==> src/rtl/seq_mult_pkg.sv <==
// Shared constants and state encoding for the sequential shift-and-add multiplier.
package seq_mult_pkg;

   localparam int WIDTH_DEF = 32;
   localparam int PROD_W    = 2 * WIDTH_DEF;

   typedef enum logic [1:0] {
      ST_IDLE = 2'd0,
      ST_RUN  = 2'd1,
      ST_DONE = 2'd2
   } state_t;

endpackage

==> src/rtl/seq_shift_add_mult_adder.sv <==
// Ripple-carry adder used as the multiplier's datapath adder (64 bits by default, N = 2*WIDTH generally).
module rca_adder #(
   parameter int N = 64
) (
   input  logic [N-1:0] x,
   input  logic [N-1:0] y,
   input  logic         cin,
   output logic [N-1:0] sum,
   output logic         cout
);

   // Carry is a single procedural variable, so the chain does not form a combinational loop on one vector.
   always_comb begin
      logic carry;
      carry = cin;
      sum   = '0;
      for (int i = 0; i < N; i++) begin
         sum[i] = x[i] ^ y[i] ^ carry;
         carry  = (x[i] & y[i]) | (carry & (x[i] ^ y[i]));
      end
      cout = carry;
   end

endmodule

==> src/rtl/seq_shift_add_mult.sv <==
// Sequential unsigned shift-and-add multiplier: one addition per RUN cycle through rca_adder.
// Optional early termination when the remaining multiplier is zero: define SEQ_MULT_EARLY_TERM_EN.
module seq_shift_add_mult
   import seq_mult_pkg::*;
#(
   parameter int WIDTH = WIDTH_DEF
) (
   input  logic               clk,
   input  logic               rst_n,
   input  logic               in_valid,
   output logic               in_ready,
   input  logic [WIDTH-1:0]   a,
   input  logic [WIDTH-1:0]   b,
   output logic               out_valid,
   input  logic               out_ready,
   output logic [2*WIDTH-1:0] product,
   output logic               busy
);

   localparam int PW    = 2 * WIDTH;
   localparam int CNT_W = $clog2(WIDTH) + 1;
   localparam logic [CNT_W-1:0] LAST_CNT = CNT_W'(WIDTH - 1);

   state_t            state_q, state_d;
   logic [PW-1:0]     product_q, product_d;
   logic [PW-1:0]     mcand_q, mcand_d;
   logic [WIDTH-1:0]  mplier_q, mplier_d;
   logic [CNT_W-1:0]  count_q, count_d;

   logic [PW-1:0]     addY;
   logic [PW-1:0]     addSum;
   logic              cout_unused;
   logic              earlyStop;

   assign addY = mplier_q[0] ? mcand_q : '0;

   rca_adder #(.N(PW)) u_adder (
      .x    (product_q),
      .y    (addY),
      .cin  (1'b0),
      .sum  (addSum),
      .cout (cout_unused)
   );

`ifdef SEQ_MULT_EARLY_TERM_EN
   assign earlyStop = (mplier_q == '0);
`else
   assign earlyStop = 1'b0;
`endif

   always_ff @(posedge clk or negedge rst_n) begin
      if (!rst_n) begin
         state_q   <= ST_IDLE;
         product_q <= '0;
         mcand_q   <= '0;
         mplier_q  <= '0;
         count_q   <= '0;
      end else begin
         state_q   <= state_d;
         product_q <= product_d;
         mcand_q   <= mcand_d;
         mplier_q  <= mplier_d;
         count_q   <= count_d;
      end
   end

   // DONE ignores in_valid, so a new operand can only be taken one cycle after out_ready.
   always_comb begin
      state_d   = state_q;
      product_d = product_q;
      mcand_d   = mcand_q;
      mplier_d  = mplier_q;
      count_d   = count_q;
      case (state_q)
         ST_IDLE: begin
            if (in_valid) begin
               mcand_d   = {{WIDTH{1'b0}}, a};
               mplier_d  = b;
               product_d = '0;
               count_d   = '0;
               state_d   = ST_RUN;
            end
         end
         ST_RUN: begin
            if (earlyStop) begin
               state_d = ST_DONE;
            end else begin
               product_d = addSum;
               mcand_d   = mcand_q << 1;
               mplier_d  = mplier_q >> 1;
               count_d   = count_q + CNT_W'(1);
               if (count_q == LAST_CNT) begin
                  state_d = ST_DONE;
               end
            end
         end
         ST_DONE: begin
            if (out_ready) begin
               state_d = ST_IDLE;
            end
         end
         default: begin
            state_d = ST_IDLE;
         end
      endcase
   end

   assign in_ready  = (state_q == ST_IDLE);
   assign out_valid = (state_q == ST_DONE);
   assign busy      = (state_q == ST_RUN);
   assign product   = product_q;

endmodule

==> config.mk <==
export PLATFORM = sky130hd
export DESIGN_NAME = seq_shift_add_mult
export DESIGN_NICKNAME = d
export VERILOG_FILES = /design/src/rtl/seq_mult_pkg.sv /design/src/rtl/seq_shift_add_mult_adder.sv /design/src/rtl/seq_shift_add_mult.sv
export SDC_FILE = /design/constraint.sdc
export NUM_CORES = 1
export LEC_CHECK = 0
export ABC_AREA = 1
export ABC_CLOCK_PERIOD_IN_PS = 25000
export BUFFER_PORTS_ARGS = -buffer_cell sky130_fd_sc_hd__buf_2
export CAP_MARGIN = 20
export CORE_MARGIN = 3
export CORE_UTILIZATION = 51
export CTS_CLUSTER_DIAMETER = 80
export DETAILED_ROUTE_END_ITERATION = 12
export PLACE_DENSITY = 0.81
export SLEW_MARGIN = 25
export SYNTH_ARGS = -nofsm -noshare
export SYNTH_HDL_FRONTEND = slang
export SYNTH_SLANG_ARGS = --single-unit
==> constraint.sdc <==
create_clock -name clk -period 25 [get_ports clk]
set_input_delay 5 -clock clk [delete_from_list [all_inputs] [get_ports clk]]
set_output_delay 5 -clock clk [all_outputs]
set_load 0.01 [all_outputs]
# [Yosys cells after proc, flatten, opt, wreduce, memory -nomap -nowiden]
# Index checks and enable logic that the tools add are counted.
[op_classes] add_sub_neg=1 n_eq_ne=6 n_mux=13 bitwise=314 n_reduce_logical=4
[op_table] operator="case mux 64 bit (2 select lines)" count=2
[op_table] operator="two-way mux 64 bit" count=3
[op_table] operator="XOR 1 bit" count=127
[op_table] operator="AND 1 bit" count=125
[op_table] operator="case mux 32 bit (2 select lines)" count=1
[op_table] operator="OR 1 bit" count=62
[op_table] operator="two-way mux 32 bit" count=1
[op_table] operator="case mux 6 bit (2 select lines)" count=1
[op_table] operator="adder 6 x 1 -> 6 bit, second input constant" count=1
[op_table] operator="== test 6 x 5 -> 1 bit, second input constant" count=1
[op_table] operator="two-way mux 2 bit" count=3
[op_table] operator="two-way mux 6 bit" count=1
[op_table] operator="case mux 2 bit (3 select lines)" count=1
[op_table] operator="inequality test 2 x 1 -> 1 bit, second input constant" count=2
[op_table] operator="AND reduction 3 bit" count=1
[op_table] operator="== test 2 x 1 -> 1 bit, second input constant" count=1
[op_table] operator="== test 2 bit, second input constant" count=1
[op_table] operator="zero test 2 bit" count=1
[op_table] operator="inequality test 2 bit, second input constant" count=1
[op_table] operator="AND reduction 2 bit" count=1
[op_table] operator="nonzero test 2 bit" count=1
[word_totals] ff_bits=168 input_bits=68 output_inout_bits=67 elab_cells=343

# [Logic depth before layout (Yosys ltp)]
# Gate-level depths: netlist of run 1.
[logic_depth] ltp_word=128 depth_mapped=75 ltp_nobuf=74

# [Hierarchy]
# A second synthesis of run 1 with hierarchy kept.
[unflattened] cells_unflattened=1032 area_unflattened_um2=8768.4
[modules_own_cells] module="seq_shift_add_mult" instances=1 cells_per_inst=958 area_per_inst_um2=7449.6 seq_area_each_um2=4204.0
[modules_own_cells] module="rca_adder" instances=1 cells_per_inst=74 area_per_inst_um2=1318.8 seq_area_each_um2=0.0

# [Least setup slack after synthesis of run 1]
# Ideal clock, no wire load.
[synth_path] path_kind="register to register" startpoint="register mplier_q[0]" endpoint="register product_q[63], in the netlist product[63]" setup_time_ps=118 arrival_ps=25496 required_time_ps=24882 slack_ps=-613 path_stages_with_launch=74 path_buffers=2 period_less_slack_ps=25613 cell_sequence="dfrtp_1 > clkbuf_1 > clkbuf_1 > nand2_1 > fa_1 > fa_1 > fa_1 > fa_1 > fa_1 > fa_1 > fa_1 > fa_1 > fa_1 > fa_1 > fa_1 > fa_1 > fa_1 > fa_1 > (+38 left out) > fa_1 > fa_1 > fa_1 > fa_1 > fa_1 > fa_1 > fa_1 > fa_1 > inv_1 > fa_1 > inv_1 > fa_1 > inv_1 > nand2_1 > nand2_1 > nand2_1 > nand3_1 > nand2_1"
[synth_between] elab_chain_len=128 elab_cells_between_ends=253 classes_between="mux: 2; bitwise: 251"
[synth_lines] item="from (decl)" line="seq_shift_add_mult.sv:27" text="logic [WIDTH-1:0] mplier_q, mplier_d;"
[synth_lines] item="from (signal assigned)" line="seq_shift_add_mult.sv:62" text="mplier_q <= mplier_d;"
[synth_lines] item="two-way mux 64 bit (*)" line="seq_shift_add_mult.sv:35" text="assign addY = mplier_q[0] ? mcand_q : '0;"
[synth_lines] item="AND 1 bit / XOR 1 bit (equally long branches)" line="seq_shift_add_mult_adder.sv:19" text="carry = (x[i] & y[i]) | (carry & (x[i] ^ y[i]));"
[synth_lines] item="AND 1 bit" line="seq_shift_add_mult_adder.sv:19"
[synth_lines] item="OR 1 bit" line="seq_shift_add_mult_adder.sv:19"
[synth_lines] item="AND 1 bit" line="seq_shift_add_mult_adder.sv:19"
[synth_lines] item="OR 1 bit" line="seq_shift_add_mult_adder.sv:19"
[synth_lines] item="AND 1 bit" line="seq_shift_add_mult_adder.sv:19"
[synth_lines] item="OR 1 bit" line="seq_shift_add_mult_adder.sv:19"
[synth_lines] item="(+112 left out)"
[synth_lines] item="AND 1 bit" line="seq_shift_add_mult_adder.sv:19"
[synth_lines] item="OR 1 bit" line="seq_shift_add_mult_adder.sv:19"
[synth_lines] item="AND 1 bit" line="seq_shift_add_mult_adder.sv:19"
[synth_lines] item="OR 1 bit" line="seq_shift_add_mult_adder.sv:19"
[synth_lines] item="AND 1 bit" line="seq_shift_add_mult_adder.sv:19"
[synth_lines] item="OR 1 bit" line="seq_shift_add_mult_adder.sv:19"
[synth_lines] item="XOR 1 bit (*)" line="seq_shift_add_mult_adder.sv:18" text="sum[i] = x[i] ^ y[i] ^ carry;"
[synth_lines] item="case mux 64 bit (2 select lines) (*)" line="seq_shift_add_mult.sv:74" text="case (state_q)"
[synth_lines] item="to (signal assigned)" line="seq_shift_add_mult.sv:60" text="product_q <= product_d;"
[synth_lines] item="to (decl)" line="seq_shift_add_mult.sv:25" text="logic [PW-1:0] product_q, product_d;"
# Every way passes the cells marked *; elsewhere a longest branch is shown, timed or not.
# A chain may end at the register's enable or synchronous reset.

# [Final worst setup path of run 1]
# Same ends and word-level chain as after synthesis.

==> results.yml, run 1 <==
run_status:
  status: "finished clean"
clock_network:
  numCtsBuffers: 17
  path_clk_slew_ns: 0.06
  cts_max_level: 4
  post_cts_buffers: 0
  clock-sinks: 168
  cts_tree: "done"
  clock_path_buffers: 2
  root_buffer: "clkbuf_16"
  ctsHoldBuffers: 0
  clk_latency_ns: 0.42
setup_path:
  crit_cells: 74
  worstReg2RegEnd: "product[63]"
  path_max_fanout: 3
  reg2reg_from: "mplier_q[0]"
  critPathCaptureType: "flop"
  critPathBufInv: 5
  startpoint_type: "flop"
  cp_data_arrival_time_ns: 24.56
  cp_slowest_stage_delay_ns: 0.41
  path_class: "flop to flop"
  cp_slowest_cell: "fa_1"
  cp.required_ns: 25.31
  cp_top_family: "adder cells"
  crit_top_cell: "fa_2"
  r2r_setup_slack_ns: 0.75
  reg2regPathDepth: 74
floorplanning:
  die_w_um: 133.1
  die_area_um2: 17720
  core_area_um2: 15480
  initial_utilization: 0.5322
  die_h_um: 133.1
  io_pins: 135
  num_rows: 45
timing:
  post-route-period-util: 0.9701
  min_period_ns: 24.25
  max_freq_ghz: 0.04123
  hold_viol: 0
  max-slew-margin-rel: 0.3089
  hold_ws_ns: 0.4801
  setup_violations: 0
  finalMaxSlewViolations: 0
  worst_pin_slew_ns: 1.037
  rsz0062_at_grt: "no"
  skew_ns: 0.01070
grt:
  grt_pass1_wl_mm: 30.09
  antenna_found_initial: 2
  grt.overflow.total: 0
  grt_max_degree: 98
  grt_pass1_vias: 6229
  track_usage: 0.2094
layout:
  final_nets: 1099
  finalNonFillerCells: 1191
  final_common_cell: "nand2_1"
  diodes: 0
  final_util: 0.6272
  final_cell_mix: "290 x nand2_1, 167 x dfrtp_1, 133 x buf_2, 104 x inv_1, 91 x o22ai_1"
  n_fill_cell: 1253
  drive_gt1_frac: 0.2265
  syn_to_final_growth_pct: 17.84
detailed_routing:
  wirelength_mm: 17.53
  first_pass_iters: 5
  wl_met2_mm: 8.365
  wl_per_cell_um: 14.72
  drt_iter0_drc: 494
  drc_errors: 0
  vias: 6107
  drt-met1-wl_mm: 7.879
  detail-route-antenna-nets: 0
  top_layer: "met5"
  wl_met3_mm: 1.051
  viasPerCell: 5.128
run:
  maxCapViolations: 0
hold_path:
  hold_path_end: "mplier_q[1]"
  min_path_cells: 2
  min_path_type: "flop to flop"
  hold_start: "mplier_q[1]"
synthesis:
  ys.flop_type: "dfrtp_1"
  synthArstFlopShare: 1.000
  synth_nets: 983
  netlist_area_um2: 8240
  synth.distinct_cells: 21
  synth_area_per_cell_um2: 9.683
  synth-edff-count: 0
  synth-seq-cells: 168
  yosys_warnings: 0
  yosysSeqAreaShare: 0.5102
  synthCells: 851
placement:
  post-place-cells: 1159
  placement.io_buffers: 134
  dp_hpwl_mm: 11.43
  place_congestion: 0.7860
power_and_ir_drop:
  leakagePower_nw: 4.482
  powerDensity_nw_per_um2: 119.5
  ir_worst_vdd_v: 0.0001069
## worst reg2reg max path: cells and delay by family, from the launching register on
| family | cells | cell delay (ns) |
|---|---|---|
| adders and majority gates | 63 | 23.11 |
| buffers and inverters | 5 | 0.29 |
| DFF | 1 | 0.37 |
| and+or+nand+nor | 6 | 0.37 |
## logic make-up (layout without fill, tap and decap cells)
kind of cell             count (synthesis)  in the layout  share of synthesized area
AO/OA/AOI/OAI                           98             98                    0.07334
XOR/XNOR                                 1              1                   0.001063
adder cells (fa/ha/maj)                 64             64                     0.1537
buffers and inverters                  154            283                    0.08305
flip-flops                             168            168                     0.5102
AND/OR/NAND/NOR                        366            366                     0.1787
## stage by stage
| step | TNS, ns | area (um2) | total power, mW | worst slack [ns] |
|---|---|---|---|---|
| final | 0 | 9711 | 1.161 | 0.7472 |
| after detailed placement | -2.086 | 9005 | 0.8847 | -0.8801 |
| after global placement | -0.6494 | 9005 | 0.8619 | -0.3867 |
| after floorplan | 0 | 8274 | 0.7612 | 0.04500 |
| after global routing | 0 | 9711 | 1.256 | 0.009075 |
| after CTS | 0 | 9662 | 1.168 | 0.01022 |
## state kept, by name (all words and copies together) (netlist names)
signal / flops
product: 64
count_q: 6
mcand_q: 64
state_q: 2
mplier_q: 32
## per-layer routing
metal / global-route usage / vias up
li1: - / 2936
met1: 0.2940 / 2988
met2: 0.3208 / 160
met3: 0.05816 / 19
met4: 0.06800 / 4
met5: 0 / -
## how the worst max path moves through the flow
stage	startpoint	to	slack (ns)
after floorplan	mplier_q[0]	product[63]	0.05
after global placement	mplier_q[0]	product[63]	-0.39
after detailed placement	mplier_q[0]	product[63]	-0.88
after CTS	mplier_q[0]	product[63]	0.01
after global routing	mcand_q[0]	product[63]	0.009
final	mplier_q[0]	product[63]	0.75
## report_power, final
part / internal, mW / switching, mW
logic: 0.173 / 0.255
clock network: 0.169 / 0.103
registers: 0.390 / 0.0697
## what timing repair did
action	4_1_cts	5_1_grt
resized for setup	20	16
pin swaps	0	1
setup endpoints to repair	4	3
## synth_stat cells (all sizes together), types with 2 or more instances
master	count	area share
nand2	292	0.13
dfrtp	168	0.51
inv	107	0.049
o22ai	91	0.069
nand3	66	0.040
fa	62	0.15
buf	39	0.031
clkbuf	8	0.0036
nor2	7	0.0041
o21ai	6	0.0036
ha	2	0.0030
## layout make-up
class / instances / area, um2 / share of cell area
Tap cell: 211 / 264.0 / 0.02719
Inverter: 107 / 401.6 / 0.04136
Clock buffer: 23 / 457.9 / 0.04716
Multi-Input combinational cell: 529 / 3481 / 0.3585
Timing Repair Buffer: 144 / 752.0 / 0.07744
Sequential cell: 168 / 4205 / 0.4331
Clock inverter: 9 / 148.9 / 0.01533
Power figures use the tool's default switching activity.
==> run 2: changes to the inputs <==
==> constraint.sdc (replaced) <==
create_clock -name clk -period 25 [get_ports clk]
set_input_delay 3.75 -clock clk [delete_from_list [all_inputs] [get_ports clk]]
set_output_delay 3.75 -clock clk [all_outputs]
set_load 0.05 [all_outputs]
==> run 2 against run 1 <==
Net effect: utilization unchanged; power is 11% higher; sequential share of layout area is essentially flat; clock skew grew 0.00086 ns; flip-flop and latch count did not move; final cell count hardly changed; worst hold slack lost 0.0010 ns; wire length increased by 0.59%; non-clock buffer count unchanged; critical path type unchanged; critical endpoint unchanged; largest power group is now combinational logic.
==> results.yml, run 2 (same netlist as run 1, synthesis figures left out) <==
floorplanning:
  die_w_um: 133.1
  die_area_um2: 17720
  die_h_um: 133.1
  initial_utilization: 0.5322
  core_area_um2: 15480
  io_pins: 135
  num_rows: 45
setup_path:
  critPathBufInv: 5
  path_max_fanout: 3
  path_class: "flop to flop"
  r2r_setup_slack_ns: 0.75
  cp_slowest_cell: "fa_1"
  cp_slowest_stage_delay_ns: 0.43
  cp.required_ns: 25.31
  reg2regPathDepth: 74
  crit_top_cell: "fa_2"
  cp_data_arrival_time_ns: 24.57
  critPathCaptureType: "flop"
  reg2reg_from: "mplier_q[0]"
  cp_top_family: "adder cells"
  startpoint_type: "flop"
  worstReg2RegEnd: "product[63]"
timing:
  post-route-period-util: 0.9702
  finalMaxSlewViolations: 0
  hold_viol: 0
  skew_ns: 0.01156
  max-slew-margin-rel: 0.3963
  min_period_ns: 24.25
  max_freq_ghz: 0.04123
  hold_ws_ns: 0.4791
  worst_pin_slew_ns: 0.9056
  setup_violations: 0
  setup_ws_ns: 0.7451
clock_network:
  ctsHoldBuffers: 0
  clock-sinks: 168
  path_clk_slew_ns: 0.07
  clk_latency_ns: 0.42
  cts_tree: "done"
  root_buffer: "clkbuf_16"
  numCtsBuffers: 17
  clock_path_buffers: 2
  cts_max_level: 4
grt:
  grt_pass1_vias: 6149
  grt.overflow.total: 0
  antenna_found_initial: 2
  track_usage: 0.2089
  grt_max_degree: 100
  grt_pass1_wl_mm: 29.99
layout:
  final_cell_mix: "290 x nand2_1, 165 x dfrtp_1, 133 x buf_2, 104 x inv_1, 91 x o22ai_1"
  n_fill_cell: 1249
  final_common_cell: "nand2_1"
  fin_area_um2: 9711
  drive_gt1_frac: 0.2268
  final_nets: 1099
  syn_to_final_growth_pct: 17.84
  diodes: 0
detailed_routing:
  wl_met2_mm: 8.599
  detail-route-antenna-nets: 0
  wl_per_cell_um: 14.82
  drc_errors: 0
  top_layer: "met5"
  first_pass_iters: 5
  drt-met1-wl_mm: 7.554
  wirelength_mm: 17.63
  wl_met3_mm: 1.268
  viasPerCell: 5.148
  drt_iter0_drc: 430
  vias: 6126
power_and_ir_drop:
  powerDensity_nw_per_um2: 132.9
  leakagePower_nw: 4.463
  ir_worst_vdd_v: 0.0001061
  power_mw: 1.290
placement:
  dp_slack_ns: -0.8625
  place_congestion: 0.7876
  postPlaceCellArea_um2: 9007
  placement.io_buffers: 134
  dp_hpwl_mm: 11.63
hold_path:
  hold_start: "mplier_q[31]"
  min_path_type: "flop to flop"
  hold_path_end: "mplier_q[31]"
  min_path_cells: 2
run:
  maxCapViolations: 0
run_status:
  status: "finished clean"
## run 2: cell count changes in the layout (fill, tap and decap cells not counted), moves of 2 or more
cell	change
bufinv_16	-2
clkbuf_1	-2
fa_2	-3
clkinv_2	-4
clkinvlp_4	+2
dfrtp_2	+2
clkbuf_8	+5
fa_1	+3
dfrtp_1	-2
## run 2: per-layer routing
layer	up-vias	global-route usage
met4	4	0.05086
met3	20	0.06986
met1	2987	0.2852
met2	184	0.3284
li1	2931	-
met5	-	0
## run 2: repair_timing
action,CTS,global route
resized for setup,18,15
setup buffers,0,0
setup endpoints to repair,4,3
pin swaps,1,1
hold endpoints to repair,0,0
## run 2: worst max path at each step
stage | from | cells after the start | to
floorplan | mplier_q[0] | 75 | product[63]
global placement | mplier_q[0] | 74 | product[63]
detailed placement | mplier_q[0] | 74 | product[63]
CTS | mplier_q[0] | 74 | product[63]
global route | mcand_q[0] | 74 | product[63]
finish | mplier_q[0] | 74 | product[63]
## run 2: area by class of cell
class	instances	area (um2)	share of cell area
well taps	211	264.0	0.02719
multi-input cells	529	3482	0.3586
flip-flops and latches	168	4208	0.4333
inverters	107	401.6	0.04136
clock inverters	5	83.83	0.008633
repair buffers	144	752.0	0.07744
clock buffers	26	519.2	0.05347
## run 2: worst reg2reg max path, delay by kind of cell, from the launching register on
kind                     cells  cell delay [ns]
AND/OR/NAND/NOR              6             0.37
adder cells (fa/ha/maj)     63            23.15
flip-flops                   1             0.36
buffers and inverters        5             0.31
## run 2: power breakdown
part	switching (mW)	leakage, nW	internal (mW)
clock network	0.104	0.289	0.163
logic	0.388	1.99	0.174
registers	0.0712	2.18	0.390
## run 2: metrics by stage
step | util | std cells | TNS, ns
after global placement | 0.5817 | 1159 | -0.6593
after CTS | 0.6236 | 1190 | 0
final | 0.6272 | 1190 | 0
after detailed placement | 0.5817 | 1159 | -2.027
after floorplan | - | 851 | 0
after global routing | 0.6272 | 1190 | -0.002352
==> run 3: changes to the inputs <==
--- a/config.mk
+++ b/config.mk
@@ -7,12 +7,12 @@
 export LEC_CHECK = 0
 export ABC_AREA = 1
 export ABC_CLOCK_PERIOD_IN_PS = 25000
-export BUFFER_PORTS_ARGS = -buffer_cell sky130_fd_sc_hd__buf_2
 export CAP_MARGIN = 20
 export CORE_MARGIN = 3
-export CORE_UTILIZATION = 51
+export CORE_UTILIZATION = 58
 export CTS_CLUSTER_DIAMETER = 80
 export DETAILED_ROUTE_END_ITERATION = 12
+export DONT_BUFFER_PORTS = 1
 export PLACE_DENSITY = 0.81
 export SLEW_MARGIN = 25
 export SYNTH_ARGS = -nofsm -noshare
==> run 3 against run 2 <==
Net effect: fmax is 0.30% lower; flip-flop and latch count unchanged; combinational power fell by 33%; utilization increased by 3.9 points; first-iteration DRC count up 18%; largest cell class unchanged; highest routed layer is now met4.
==> results.yml, run 3 (same netlist as run 1, synthesis figures left out) <==
floorplanning:
  die_h_um: 125.2
  io_pins: 135
  initial_utilization: 0.6078
  core_area_um2: 13560
  num_rows: 42
  die_w_um: 125.2
  die_area_um2: 15670
power_and_ir_drop:
  power_frac_comb: 0.297
  internal-power_mw: 0.7145
  powerDensity_nw_per_um2: 139.5
  leakagePower_nw: 3.927
  power_frac_seq: 0.477
  switchingPower_mw: 0.5450
  ir_worst_vdd_v: 0.00009841
  p_sw_frac: 0.4327
  clkPwrFrac: 0.226
setup_path:
  cp_data_arrival_time_ns: 24.64
  cp_slowest_stage_delay_ns: 0.43
  reg2reg_from: "mcand_q[0]"
  cp_slowest_cell: "fa_1"
  worstSetupStartpoint: "mcand_q[0]"
  path_max_fanout: 2
  path_class: "flop to flop"
  critPathCaptureType: "flop"
  critPathBufInv: 5
  crit_top_cell: "fa_2"
  startpoint_type: "flop"
  cp_top_family: "adder cells"
  cp.required_ns: 25.32
grt:
  grt.overflow.total: 0
  track_usage: 0.2248
  antenna_found_initial: 0
  grt_pass1_vias: 5883
  grt_pass1_wl_mm: 28.69
  grt_max_degree: 169
detailed_routing:
  first_pass_iters: 5
  wirelength_mm: 16.83
  drt_iter0_drc: 508
  viasPerCell: 5.541
  drc_errors: 0
  detail-route-antenna-nets: 0
  wl_per_cell_um: 16.40
  vias: 5685
layout:
  final_util: 0.6662
  final_common_cell: "nand2_1"
  syn_to_final_growth_pct: 9.611
  drive_gt1_frac: 0.1059
  finalNonFillerCells: 1026
  diodes: 0
  final_cell_mix: "290 x nand2_1, 165 x dfrtp_1, 104 x inv_1, 91 x o22ai_1, 66 x nand3_1"
  n_fill_cell: 1019
  final_nets: 969
timing:
  skew_ns: 0.01287
  worst_pin_slew_ns: 1.063
  setup_violations: 0
  rsz0062_at_grt: "no"
  min_period_ns: 24.33
  hold_ws_ns: 0.4802
  max_freq_ghz: 0.04111
  finalMaxSlewViolations: 0
  max-slew-margin-rel: 0.2915
  post-route-period-util: 0.9731
  hold_viol: 0
clock_network:
  cts_tree: "done"
  clock_path_buffers: 2
  clk_latency_ns: 0.43
  clock-sinks: 168
  post_cts_buffers: 0
  cts_max_level: 4
  path_clk_slew_ns: 0.06
  ctsHoldBuffers: 0
  numCtsBuffers: 17
  root_buffer: "clkbuf_16"
run_status:
  status: "finished clean"
placement:
  dp_hpwl_mm: 10.87
  place_congestion: 0.7774
  placement.io_buffers: 0
  post-place-cells: 994
run:
  maxCapViolations: 0
hold_path:
  min_path_type: "flop to flop"
  hold_start: "mplier_q[20]"
==> run 3: cell count changes in the layout (fill, tap and decap cells not counted), moves of 3 or more <==
cell       change
clkbuf_8       -4
buf_4          +4
buf_2        -133
bufinv_16      +3
clkinv_2       +4
==> run 3: cell type report <==
cell class              count  area (um2)  share of cell area
flip-flops and latches    168        4208              0.4659
multi-input cells         529        3460              0.3830
clock buffers              23       467.9             0.05181
inverters                 107       401.6             0.04447
well taps                 176       220.2             0.02438
clock inverters             9       170.2             0.01884
repair buffers             14       105.1             0.01164
==> run 3: layer usage <==
metal,track usage,part of all wire,routed length (um),vias up
li1,-,-,-,2666
met1,0.3070,0.43,7189,2832
met2,0.3556,0.50,8356,164
met3,0.05970,0.060,1012,23
met4,0.07462,0.016,272,0
met5,0,0,0,-
==> run 3: worst paths after layout <==
path | depth (start not counted) | slack (ns) | end
max | 74 | 0.67 | product[63]
min | 2 | 0.48 | mplier_q[20]
max reg2reg | 74 | 0.67 | product[63]
min reg2reg | 2 | 0.48 | mplier_q[20]
max in group asynchronous | 0 | 21.56 | product[1]
min in group asynchronous | 0 | 3.02 | product[55]
==> run 3: worst reg2reg max path, delay by kind of cell, from the launching register on <==
kind / cells / cell delay (ns)
adders and majority gates: 63 / 23.16
buffers and inverters: 5 / 0.30
DFF: 1 / 0.35
and+or+nand+nor: 6 / 0.39
==> run 3: per-stage QoR <==
| step | power (mW) | cell area (um2) | setup TNS, ns | worst slack, ns |
|---|---|---|---|---|
| 6_report | 1.260 | 9032 | 0 | 0.6725 |
| 3_3_place_gp | 0.9488 | 8317 | -0.6193 | -0.3872 |
| 2_1_floorplan | 0.8902 | 8277 | 0 | 0.01839 |
| 4_1_cts | 1.266 | 8997 | 0 | 0.01040 |
| 5_1_grt | 1.346 | 9032 | 0 | 0.02425 |
| 3_5_place_dp | 0.9740 | 8317 | -1.674 | -0.7719 |
==> run 3: timing repair <==
action | 4_1_cts | 5_1_grt
setup endpoints to repair | 4 | 3
gates resized for setup | 17 | 14
pin swaps | 0 | 0
==> run 3: power by group through the flow <==
stage                     clock [mW]  sequential, mW  combinational [mW]
after floorplan                    0           0.593               0.297
after global placement             0           0.600               0.349
after detailed placement           0           0.606               0.368
after CTS                      0.288           0.603               0.375
after global routing           0.302           0.615               0.429
final                          0.285           0.601               0.374
